[src/rtl/vmicro16_apb_master.sv]
// vmicro16_apb_master
//
// Purpose:
//   Bridges a single core-side load/store request onto an APB bus.
//   Each accepted request becomes one APB transfer: SETUP, then ACCESS
//   until the slave answers (or the timeout fires), then a one-cycle RESP
//   strobe back to the core. Only one transfer can be in flight at a time.
//   Requests that arrive while busy are ignored.
//
// Parameters:
//   DATA_WIDTH   - data bus width
//   ADDR_WIDTH   - core-side word address width
//   CORE_ID_BITS - width of the core ID field in M_PADDR
//   CORE_ID      - ID of the owning core, placed in M_PADDR
//   TIMEOUT      - ACCESS cycles without M_PREADY before abort (0 = never)
//
// Ports:
//   clk, reset         - rising-edge clock, synchronous active-high reset
//   req_valid/ready    - core request handshake
//   req_write          - 1 = store, 0 = load
//   req_lwex/req_swex  - load/store-exclusive qualifiers
//   req_addr/req_wdata - word address and store data
//   resp_valid         - one-cycle response strobe (no backpressure)
//   resp_rdata         - captured M_PRDATA (also on writes, for swex status)
//   resp_err           - transfer aborted by timeout
//   M_*                - APB master signals; M_PRDATA/M_PREADY come
//                        pre-muxed by the interconnect
//
// M_PADDR layout: {lwex, swex, CORE_ID, address}

module vmicro16_apb_master #(
  parameter int DATA_WIDTH   = 16,
  parameter int ADDR_WIDTH   = 16,
  parameter int CORE_ID_BITS = 3,
  parameter int CORE_ID      = 0,
  parameter int TIMEOUT      = 255,
  localparam int APB_WIDTH   = ADDR_WIDTH + CORE_ID_BITS + 2
) (
  input  logic                  clk,
  input  logic                  reset,

  input  logic                  req_valid,
  output logic                  req_ready,
  input  logic                  req_write,
  input  logic                  req_lwex,
  input  logic                  req_swex,
  input  logic [ADDR_WIDTH-1:0] req_addr,
  input  logic [DATA_WIDTH-1:0] req_wdata,

  output logic                  resp_valid,
  output logic [DATA_WIDTH-1:0] resp_rdata,
  output logic                  resp_err,

  output logic [APB_WIDTH-1:0]  M_PADDR,
  output logic                  M_PWRITE,
  output logic                  M_PSELx,
  output logic                  M_PENABLE,
  output logic [DATA_WIDTH-1:0] M_PWDATA,
  input  logic [DATA_WIDTH-1:0] M_PRDATA,
  input  logic                  M_PREADY
);

  // Counter is kept at least one bit wide so TIMEOUT=0 still elaborates;
  // in that configuration the timeout compare is disabled anyway.
  localparam int CNT_W     = (TIMEOUT > 0) ? $clog2(TIMEOUT + 1) : 1;
  localparam int TO_LAST_I = (TIMEOUT > 0) ? (TIMEOUT - 1) : 0;
  localparam logic [CNT_W-1:0]        TO_LAST   = TO_LAST_I[CNT_W-1:0];
  localparam logic [CORE_ID_BITS-1:0] CORE_ID_F = CORE_ID[CORE_ID_BITS-1:0];

  typedef enum logic [1:0] {
    S_IDLE,
    S_SETUP,
    S_ACCESS,
    S_RESP
  } state_e;

  state_e                state_q,  state_d;
  logic [APB_WIDTH-1:0]  paddr_q,  paddr_d;
  logic                  pwrite_q, pwrite_d;
  logic [DATA_WIDTH-1:0] pwdata_q, pwdata_d;
  logic [DATA_WIDTH-1:0] rdata_q,  rdata_d;
  logic                  err_q,    err_d;
  logic [CNT_W-1:0]      cnt_q,    cnt_d;

  // State and datapath registers. Reset wins over any handshake on the
  // same edge, so a request presented together with reset is dropped.
  always_ff @(posedge clk) begin
    if (reset) begin
      state_q  <= S_IDLE;
      paddr_q  <= '0;
      pwrite_q <= 1'b0;
      pwdata_q <= '0;
      rdata_q  <= '0;
      err_q    <= 1'b0;
      cnt_q    <= '0;
    end else begin
      state_q  <= state_d;
      paddr_q  <= paddr_d;
      pwrite_q <= pwrite_d;
      pwdata_q <= pwdata_d;
      rdata_q  <= rdata_d;
      err_q    <= err_d;
      cnt_q    <= cnt_d;
    end
  end

  // Next-state and datapath update. Address/write/data are only loaded on
  // a handshake, so they stay stable across the transfer and hold afterwards.
  always_comb begin
    state_d  = state_q;
    paddr_d  = paddr_q;
    pwrite_d = pwrite_q;
    pwdata_d = pwdata_q;
    rdata_d  = rdata_q;
    err_d    = err_q;
    cnt_d    = cnt_q;

    case (state_q)
      S_IDLE: begin
        if (req_valid) begin
          state_d  = S_SETUP;
          paddr_d  = {req_lwex, req_swex, CORE_ID_F, req_addr};
          pwrite_d = req_write;
          pwdata_d = req_wdata;
        end
      end

      S_SETUP: begin
        state_d = S_ACCESS;
        cnt_d   = '0;
      end

      S_ACCESS: begin
        // PREADY is tested first so it wins a collision with the timeout.
        if (M_PREADY) begin
          state_d = S_RESP;
          rdata_d = M_PRDATA;
          err_d   = 1'b0;
        end else if ((TIMEOUT != 0) && (cnt_q == TO_LAST)) begin
          state_d = S_RESP;
          rdata_d = '0;
          err_d   = 1'b1;
        end else if (cnt_q != {CNT_W{1'b1}}) begin
          cnt_d = cnt_q + CNT_W'(1);
        end
      end

      S_RESP: begin
        state_d = S_IDLE;
      end

      default: begin
        state_d = S_IDLE;
      end
    endcase
  end

  // Control outputs decoded purely from the current state.
  always_comb begin
    req_ready  = 1'b0;
    resp_valid = 1'b0;
    M_PSELx    = 1'b0;
    M_PENABLE  = 1'b0;

    case (state_q)
      S_IDLE:   req_ready  = 1'b1;
      S_SETUP:  M_PSELx    = 1'b1;
      S_ACCESS: begin
        M_PSELx   = 1'b1;
        M_PENABLE = 1'b1;
      end
      S_RESP:   resp_valid = 1'b1;
      default:  req_ready  = 1'b0;
    endcase
  end

  assign M_PADDR    = paddr_q;
  assign M_PWRITE   = pwrite_q;
  assign M_PWDATA   = pwdata_q;
  assign resp_rdata = rdata_q;
  assign resp_err   = err_q;

endmodule

[config.mk]
export PLATFORM = sky130hd
export DESIGN_NAME = vmicro16_apb_master
export DESIGN_NICKNAME = d
export VERILOG_FILES = /design/src/rtl/vmicro16_apb_master.sv
export SDC_FILE = /design/constraint.sdc
export NUM_CORES = 1
export LEC_CHECK = 0
export ABC_AREA = 1
export CAP_MARGIN = 20
export CORE_AREA = 2 2 87 89
export CTS_CLUSTER_SIZE = 14
export DETAILED_ROUTE_END_ITERATION = 10
export DIE_AREA = 0 0 89 91
export PLACE_DENSITY = 0.78
export SYNTH_ARGS = -nofsm -noshare
export SYNTH_HDL_FRONTEND = slang
export SYNTH_SLANG_ARGS = --single-unit
[constraint.sdc]
create_clock -name clk -period 1.35 [get_ports clk]
set_input_delay 0.3375 -clock clk [delete_from_list [all_inputs] [get_ports clk]]
set_output_delay 0.3375 -clock clk [all_outputs]
set_load 0.005 [all_outputs]
### Yosys cells after proc, flatten, opt, wreduce, memory -nomap -nowiden

Index checks and enable logic that the tools add are counted.

* $add $sub $neg: 1
* equality and inequality tests: 10
* multiplexer cells: 16
* reductions and logical operators: 8

Operators with widths (count)
* $mux 16: 2
* $mux 8: 3
* $pmux 8 s2: 1
* $add 8x1->8 const B: 1
* $eq 8x8->1 const B: 1
* $ne 2x2->1 const B: 4
* $ne 8x8->1 const B: 1
* $pmux 2 s4: 1
* $mux 1: 6
* $mux 2: 3
* $reduce_and 2->1: 3
* $eq 2x2->1 const B: 2
* $reduce_and 4->1: 1
* $reduce_bool 2->1: 2
* $ne 3x3->1 const B: 1
* $eq 2x1->1 const B: 1
* $logic_not 2->1: 1
* $reduce_or 2->1: 1

* bits in registers: 62
* bits of input ports: 55
* output and inout port bits: 59
* logic and storage cells: 42

### Longest topological paths before layout

Gate-level depths: netlist (run 1).

* word-level depth: 5
* gate-level depth with buffers: 11
* depth with buffers taken out: 11

### Worst setup path after synthesis (run 1)

OpenSTA, ideal clock, no wires.

* path type: reg2reg
* start: register state_q[0]
* end: register cnt_q[0]
* setup time: 0.114 ns
* data arrival time: 1.374 ns
* required time: 1.236 ns
* path slack: -0.137 ns
* cell stages (with the launch flop): 10
* period minus slack after synthesis: 1.487 ns
* path through: dfxtp_1 > inv_1 > ha_1 > buf_4 > inv_1 > nand2_1 > nand2_4 > nand2_4 > a21oi_1 > nor2_1

* cells in the longest elaborated chain, start to end: 3
* elaborated cells between the ends (all ways): 8
* classes of those cells: eq/ne: 5; mux: 1; reduce/logical: 2

RTL lines
* from (decl): RTL line 77 `state_e state_q, state_d;`
* from (signal assigned): RTL line 97 `state_q <= state_d;`
* $eq 2x2->1 / $eq 2x1->1 (equally long branches): RTL line 118 `case (state_q)`
* $ne 2x2->1 (no source line) / $reduce_bool 2->1 (equally long branches)
* $reduce_and 4->1 (no source line)
* to (signal assigned): RTL line 103 `cnt_q <= cnt_d;`
* to (decl): RTL line 83 `logic [CNT_W-1:0] cnt_q, cnt_d;`

Parallel ways exist; a longest one is shown, timed or not.
A chain may end at the register's enable or synchronous reset.

### Worst setup path after layout (run 1)

* start: register state_q[0]
* end: output M_PENABLE

* cells in the longest elaborated chain, start to end: 2

RTL lines
* $eq 2x2->1: RTL line 165 `case (state_q)`
* $mux 1: RTL line 165
* to (decl): RTL line 57 `output logic M_PENABLE,`

No other way between the ends.

==> flow_summary.json, run 1 <==
{
  "outcome": "finished, violations left",
  "violations_in_the_final_reports": "negative setup slack",
  "detail_route.wl_per_cell_um": 13.3,
  "synth.yosys.seq_area_share_pct": 48.6,
  "dpl.cell_count": 563,
  "drv.max_cap_violation_count": 0,
  "power_per_cell_area_nw_per_um2": 1690,
  "ctsHoldBuffers": 0,
  "critPathMostFrequentCell": "sky130_fd_sc_hd__buf_6",
  "cts_tree": "built",
  "largest_net_degree_at_the_start_of_global_routing": 36,
  "worst_ir_drop_vdd_uv": 882,
  "period_minus_slack_ns": 1.49,
  "pin_count": 114,
  "cts_num_sinks": 62,
  "timing.hold.ws_ns": 0.458,
  "gpl.final_weighted_congestion": 0.821,
  "final_cells": 596,
  "timing.critical_path.to_type": "output pin",
  "synthToLayoutAreaGrowth_pct": 79.0,
  "antenna_left": 0,
  "viasPerCell": 4.69,
  "placement.cell_area_um2": 3970,
  "drt_iter0_drc": 91,
  "cp.arrival_ns": 1.15,
  "crit_chain": "inv_4 > buf_6 > ha_4 > buf_6",
  "total_leakage_power_nw": 2.04,
  "postLayoutCoreUtil_pct": 64.1,
  "crit_type": "reg2out",
  "io_buffer_count": 110,
  "critical_path.n_buffers_inverters": 3,
  "final.setup.worst_slack_ns": -0.138,
  "core_area_um2": 7140,
  "cts-root-to-sink-buffers": 2,
  "drt-pass1-iter-count": 4,
  "clock.fmax_mhz": 672,
  "cpLargestDelayFamily": "flip-flops",
  "holdCritPathClass": "reg2reg",
  "global_route.usage.total_pct": 19.9,
  "die_h_um": 91,
  "timing.final.max_slew_violations": 0,
  "slowest_cell_on_the_critical_path": "sky130_fd_sc_hd__dfxtp_2",
  "cpPeakStageDelay_ns": 0.37,
  "dp_slack_ns": -0.222,
  "cp-start-kind": "flip-flop",
  "rows": 31,
  "synth_cell_types": 22,
  "cts_htree_levels": 3,
  "postRouteWirelength_um": 7920,
  "final-hold-violation-count": 0,
  "grt_pass1_vias": 2779,
  "grt_remaining_overflow": 0,
  "die_area_um2": 8100,
  "grt_setup_unrepaired": "yes",
  "worst_clock_skew_ns": 0.0124,
  "root_buffer": "sky130_fd_sc_hd__clkbuf_8",
  "antenna_cells_inserted": 0,
  "finalInstanceArea_um2": 4570,
  "setup-tns-final_ns": -1.34,
  "cts_made_buffers": 9,
  "postSynthCellCount": 348,
  "power_mw": 7.72,
  "synth_seq_cells": 62,
  "final_min_period_over_clock_period_pct": 110,
  "worst-path-max-fanout": 2,
  "dpl.hpwl_um": 5060,
  "layout-drive-gt1-share_pct": 25.8,
  "clkTransAtPathRegs_ns": 0.08,
  "synth.yosys.warnings": 0,
  "nFillCells": 663,
  "worstPathRequired_ns": 1.01,
  "syn-cell-area_um2": 2550,
  "grt_pass1_wl_um": 12600,
  "drc": 0,
  "postSynthAreaPerCell_um2": 7.34,
  "setup-violations-final": 25,
  "route.vias.total": 2796,
  "die_width_um": 89,
  "worst_skew_pair.late_latency_ns": 0.34,
  "effective_utilization_at_floorplan_pct": 35.8,
  "grt_antenna_before_repair": 0,
  "design.final.nets": 554
}
==> synth_stat cells <==
cell type                  number  area share [%]
sky130_fd_sc_hd__a21oi_1       26             5.1
sky130_fd_sc_hd__buf_2          4            0.78
sky130_fd_sc_hd__buf_4          6             1.8
sky130_fd_sc_hd__buf_6          1            0.44
sky130_fd_sc_hd__clkbuf_1       9             1.3
sky130_fd_sc_hd__clkinv_1       1            0.15
sky130_fd_sc_hd__conb_1         1            0.15
sky130_fd_sc_hd__dfxtp_1       62              49
sky130_fd_sc_hd__ha_1           7             3.4
sky130_fd_sc_hd__inv_1         18             2.6
sky130_fd_sc_hd__nand2_1       67             9.8
sky130_fd_sc_hd__nand2_2        1            0.25
sky130_fd_sc_hd__nand2_4        4             1.8
sky130_fd_sc_hd__nand3_1       13             2.5
sky130_fd_sc_hd__nand4_1        1            0.25
sky130_fd_sc_hd__nor2_1        86              13
sky130_fd_sc_hd__nor2_2         1            0.25
sky130_fd_sc_hd__nor3_1         1            0.20
sky130_fd_sc_hd__o211ai_1       1            0.29
sky130_fd_sc_hd__o21ai_0       36             7.1
sky130_fd_sc_hd__o21bai_1       1            0.29
sky130_fd_sc_hd__or2_2          1            0.25
==> cell usage in the layout (no fill, tap or decap), drive strengths merged, types with 3 or more instances in the layout <==
master,netlist,routed
nor2,87,87
nand2,72,73
dfxtp,62,62
clkdlybuf4s50,0,54
dlygate4sd2,0,52
buf,11,44
o21ai,36,36
a21oi,26,26
inv,18,20
nand3,13,13
clkbuf,9,10
ha,7,7
conb,1,3
clkinv,1,3
==> per-layer routing <==
| layer | routed length [um] | global-route usage [%] |
|---|---|---|
| met4 | 229 | 10.4 |
| met3 | 507 | 5.27 |
| met1 | 3100 | 20.8 |
| met5 | 0 | 0 |
| met2 | 4080 | 35.3 |
==> layout make-up <==
| type | instances | area (um^2) | share of cell area [%] |
|---|---|---|---|
| flip-flops and latches | 62 | 1260 | 27.6 |
| multi-input cells | 250 | 1360 | 29.8 |
| inverters | 19 | 88.8 | 1.94 |
| repair buffers | 150 | 1530 | 33.4 |
| clock buffers | 10 | 138 | 3.01 |
| clock inverters | 6 | 68.8 | 1.51 |
| well taps | 99 | 124 | 2.71 |
==> registers in the layout (all words and copies together), names as in the netlist <==
register and flops:
M_PADDR 18, M_PWDATA 16, M_PWRITE 1, cnt_q 8
resp_err 1, resp_rdata 16, state_q 2
==> timing repair <==
action,4_1_cts,5_1_grt
pin swaps,15,3
endpoints found under the setup margin,118,66
setup buffers,11,2
gates cloned,4,0
gates resized for setup,142,14
hold endpoints to repair,0,0
==> path summary, 6_finish.rpt <==
check	startpoint	cells past startpoint	to	slack [ns]
hold reg to reg	resp_rdata[0]$_SDFFE_PP0P_	2	resp_rdata[0]$_SDFFE_PP0P_	0.46
setup reg to reg	cnt_q[0]$_SDFFE_PP0P_	10	cnt_q[4]$_SDFFE_PP0P_	-0.11
setup / recovery	state_q[0]$_SDFFE_PP0P_	4	M_PENABLE	-0.14
hold / removal	resp_rdata[0]$_SDFFE_PP0P_	2	resp_rdata[0]$_SDFFE_PP0P_	0.46
==> tightest hold or removal path, stage by stage, from the launching register on <==
cell	delay [ns]
sky130_fd_sc_hd__dfxtp_1	0.31
sky130_fd_sc_hd__nand2_1	0.06
sky130_fd_sc_hd__a21oi_1	0.05
==> cell families (layout without fill, tap and decap cells) <==
logic type | count (synthesis) | count (layout) | synth area share (%)
other cells | 1 | 3 | 0.147
compound gates | 64 | 64 | 12.7
simple gates | 175 | 176 | 28.0
buf+inv | 39 | 185 | 7.10
flops | 62 | 62 | 48.6
fa+ha+maj | 7 | 7 | 3.43
==> power breakdown <==
part / internal, mW / switching [mW] / total, mW
Combinational: 1.81 / 1.69 / 3.49
Clock: 0.916 / 0.797 / 1.71
Sequential: 2.28 / 0.228 / 2.51
Power figures use the tool's default switching activity.
==> run 2: changes to the inputs <==
==> config.mk (replaced) <==
export PLATFORM = sky130hd
export DESIGN_NAME = vmicro16_apb_master
export DESIGN_NICKNAME = d
export VERILOG_FILES = /design/src/rtl/vmicro16_apb_master.sv
export SDC_FILE = /design/constraint.sdc
export NUM_CORES = 1
export LEC_CHECK = 0
export CAP_MARGIN = 20
export CORE_AREA = 2 2 85 87
export CTS_CLUSTER_SIZE = 14
export DETAILED_ROUTE_END_ITERATION = 10
export DIE_AREA = 0 0 87 89
export PLACE_DENSITY = 0.79
export SYNTH_ARGS = -nofsm -noshare
export SYNTH_HDL_FRONTEND = slang
export SYNTH_SLANG_ARGS = --single-unit
export TNS_END_PERCENT = 1
==> flow_summary.json, run 2 <==
{
  "synth-async-reset-ratio_pct": 0,
  "syn-cell-area_um2": 2430,
  "cts-root-to-sink-buffers": 2,
  "timing.final.max_slew_violations": 0,
  "layout-drive-gt1-share_pct": 20.0,
  "cts_htree_levels": 3,
  "timing.critical_path.to_type": "flip-flop",
  "synth.area.top_cells": "sky130_fd_sc_hd__dfxtp_1 (51%), sky130_fd_sc_hd__nand2_1 (12%), sky130_fd_sc_hd__a21oi_1 (8.2%), sky130_fd_sc_hd__a22o_1 (5.8%), sky130_fd_sc_hd__ha_1 (3.6%)",
  "effective_utilization_at_floorplan_pct": 36.2,
  "leading_cell_type_by_number_of_instances_after_synthesis": "sky130_fd_sc_hd__nand2_1",
  "drv.max_cap_violation_count": 0,
  "worst-path-max-fanout": 5,
  "cts_tree": "built",
  "cts_num_sinks": 62,
  "outcome": "finished, violations left",
  "violations_in_the_final_reports": "negative setup slack",
  "core_area_um2": 6720,
  "synth_top_cell_by_area": "sky130_fd_sc_hd__dfxtp_1",
  "synth_enable_flop_cells": 0,
  "rows": 30,
  "most_frequent_cells_in_the_layout": "sky130_fd_sc_hd__nand2_1 (76), sky130_fd_sc_hd__dfxtp_1 (55), sky130_fd_sc_hd__clkdlybuf4s50_1 (54), sky130_fd_sc_hd__dlygate4sd2_1 (52), sky130_fd_sc_hd__a21oi_1 (35)",
  "setup-tns-final_ns": -3.39,
  "power.switching_mw": 1.74,
  "power_frac_comb_pct": 32.9,
  "drc": 0,
  "hold_depth": 2,
  "postRouteWirelength_um": 6730,
  "global_route.usage.total_pct": 17.7,
  "grt_pass1_vias": 2288,
  "io_buffer_count": 110,
  "die_width_um": 87,
  "synth_cell_types": 43,
  "power_frac_seq_pct": 37.5,
  "final-hold-violation-count": 0,
  "antenna_left": 0,
  "worst_skew_pair.late_latency_ns": 0.34,
  "period_minus_slack_ns": 1.59,
  "worst_ir_drop_vdd_uv": 930,
  "worstPathRequired_ns": 1.57,
  "gpl.final_weighted_congestion": 0.801,
  "root_buffer": "sky130_fd_sc_hd__clkbuf_8",
  "drt_iter0_drc": 93,
  "clock.fmax_mhz": 630,
  "total_leakage_power_nw": 1.80,
  "reg2reg_depth": 7,
  "p_int_mw": 4.27,
  "synth.yosys.warnings": 0,
  "ctsHoldBuffers": 0,
  "route.vias.total": 2446,
  "largest_register_ffs": 18,
  "commonest_non_fill_non_tap_cell_in_the_layout": "sky130_fd_sc_hd__nand2_1",
  "power_per_cell_area_nw_per_um2": 1460,
  "grt_pass1_wl_um": 10600,
  "grt_setup_unrepaired": "yes",
  "clockPowerShare_pct": 29.5,
  "switching_share_pct": 28.9,
  "synthToLayoutAreaGrowth_pct": 69.0,
  "clkTransAtPathRegs_ns": 0.07,
  "grt_antenna_before_repair": 0,
  "antenna_cells_inserted": 0,
  "postSynthCellCount": 275,
  "cp-start-kind": "flip-flop",
  "viasPerCell": 4.95,
  "yosys-top-cells-count": "sky130_fd_sc_hd__nand2_1 (78), sky130_fd_sc_hd__dfxtp_1 (62), sky130_fd_sc_hd__a21oi_1 (40), sky130_fd_sc_hd__a22o_1 (16), sky130_fd_sc_hd__clkbuf_1 (10)",
  "synth.yosys.seq_area_share_pct": 51.0,
  "setup-violations-final": 30,
  "cts_made_buffers": 9,
  "final.setup.worst_slack_ns": -0.238,
  "crit_type": "reg2reg",
  "cp.arrival_ns": 1.81,
  "final_min_period_over_clock_period_pct": 118,
  "dpl.hpwl_um": 4600,
  "synth_seq_cells": 62,
  "dp_slack_ns": -0.440,
  "pin_count": 114,
  "synthFlopType": "sky130_fd_sc_hd__dfxtp_1",
  "die_area_um2": 7740,
  "largest_net_degree_at_the_start_of_global_routing": 36,
  "design.final.nets": 471,
  "detail_route.wl_per_cell_um": 13.6,
  "holdCritPathClass": "reg2reg",
  "yosys.area.top_type_share_pct": 51.0,
  "grt_remaining_overflow": 0,
  "worst_clock_skew_ns": 0.00881,
  "drt-pass1-iter-count": 5,
  "postSynthAreaPerCell_um2": 8.85,
  "die_h_um": 89
}
## run 2: cell types whose count changed after synthesis, moves of 4 or more
cell                      delta
sky130_fd_sc_hd__and2_1      +4
sky130_fd_sc_hd__inv_1      -14
sky130_fd_sc_hd__nor2_1     -85
sky130_fd_sc_hd__a22o_1     +16
sky130_fd_sc_hd__a21oi_1    +14
sky130_fd_sc_hd__o21ai_0    -35
sky130_fd_sc_hd__nand3_1     -7
sky130_fd_sc_hd__nand2_1    +11
sky130_fd_sc_hd__nand2_4     -4
## run 2: repair_timing
item / in CTS / in global routing
endpoints found under the hold margin: 0 / 0
pin swaps: 16 / 11
gates resized for setup: 94 / 11
gates cloned: 0 / 0
setup endpoints to repair: 89 / 63
buffers inserted: 2 / 0
## run 2: per-stage QoR
stage	cells	util (%)	cell area [um^2]	hold WS [ns]	total power, mW
3_3_place_gp	476	56.9	3830	0.441	4.22
5_1_grt	494	61.2	4120	0.467	6.38
2_1_floorplan	277	-	2480	0.434	3.09
3_5_place_dp	476	56.9	3830	0.446	4.28
4_1_cts	494	60.9	4090	0.452	6.02
6_report	494	61.2	4120	0.450	6.01
## run 2: final timing paths
check	start	to	slack, ns
min reg2reg	M_PADDR[7]$_SDFFE_PP0P_	M_PADDR[7]$_SDFFE_PP0P_	0.45
min	M_PADDR[7]$_SDFFE_PP0P_	M_PADDR[7]$_SDFFE_PP0P_	0.45
max	state_q[0]$_SDFFE_PP0P_	cnt_q[6]$_SDFFE_PP0P_	-0.24
max reg2reg	state_q[0]$_SDFFE_PP0P_	cnt_q[6]$_SDFFE_PP0P_	-0.24
## run 2: kinds of logic (layout without fill, tap and decap cells)
logic type / after synthesis / count (layout) / share of synthesized area (%)
AND/OR/NAND/NOR: 106 / 106 / 19.4
multiplexers: 2 / 2 / 0.822
flip-flops: 62 / 62 / 51.0
AO/OA/AOI/OAI: 73 / 73 / 20.1
other: 1 / 3 / 0.154
adder cells (fa/ha/maj): 7 / 7 / 3.60
buffers and inverters: 24 / 161 / 4.88
## run 2: critical path, stage by stage, from the launching register on
cell and delay (ns):
sky130_fd_sc_hd__dfxtp_2 0.32, sky130_fd_sc_hd__inv_2 0.08, sky130_fd_sc_hd__buf_6 0.11, sky130_fd_sc_hd__ha_4 0.15, sky130_fd_sc_hd__nand3b_1 0.15, sky130_fd_sc_hd__or4b_1 0.51, sky130_fd_sc_hd__nand3_1 0.09, sky130_fd_sc_hd__a21oi_1 0.06
## run 2: layer usage
layer	track usage (%)	vias up	routed length, um
li1	-	1204	-
met4	7.81	0	128
met5	0	-	0
met1	19.9	1119	2790
met3	8.03	14	663
met2	28.9	109	3150
## run 2: power groups by stage
stage | clock network, mW | logic [mW] | registers, mW
finish | 1.77 | 1.98 | 2.25
global route | 1.92 | 2.18 | 2.29
CTS | 1.81 | 1.96 | 2.25
detailed placement | 0 | 1.99 | 2.29
global placement | 0 | 1.94 | 2.28
floorplan | 0 | 0.770 | 2.32
## run 2: final cells by class
cell class	count	area [um^2]
clock inverters	4	70.1
multi-input cells	191	1230
inverters	5	21.3
well taps	80	100
clock buffers	12	145
fillers	572	2600
repair buffers	140	1300
flip-flops and latches	62	1250
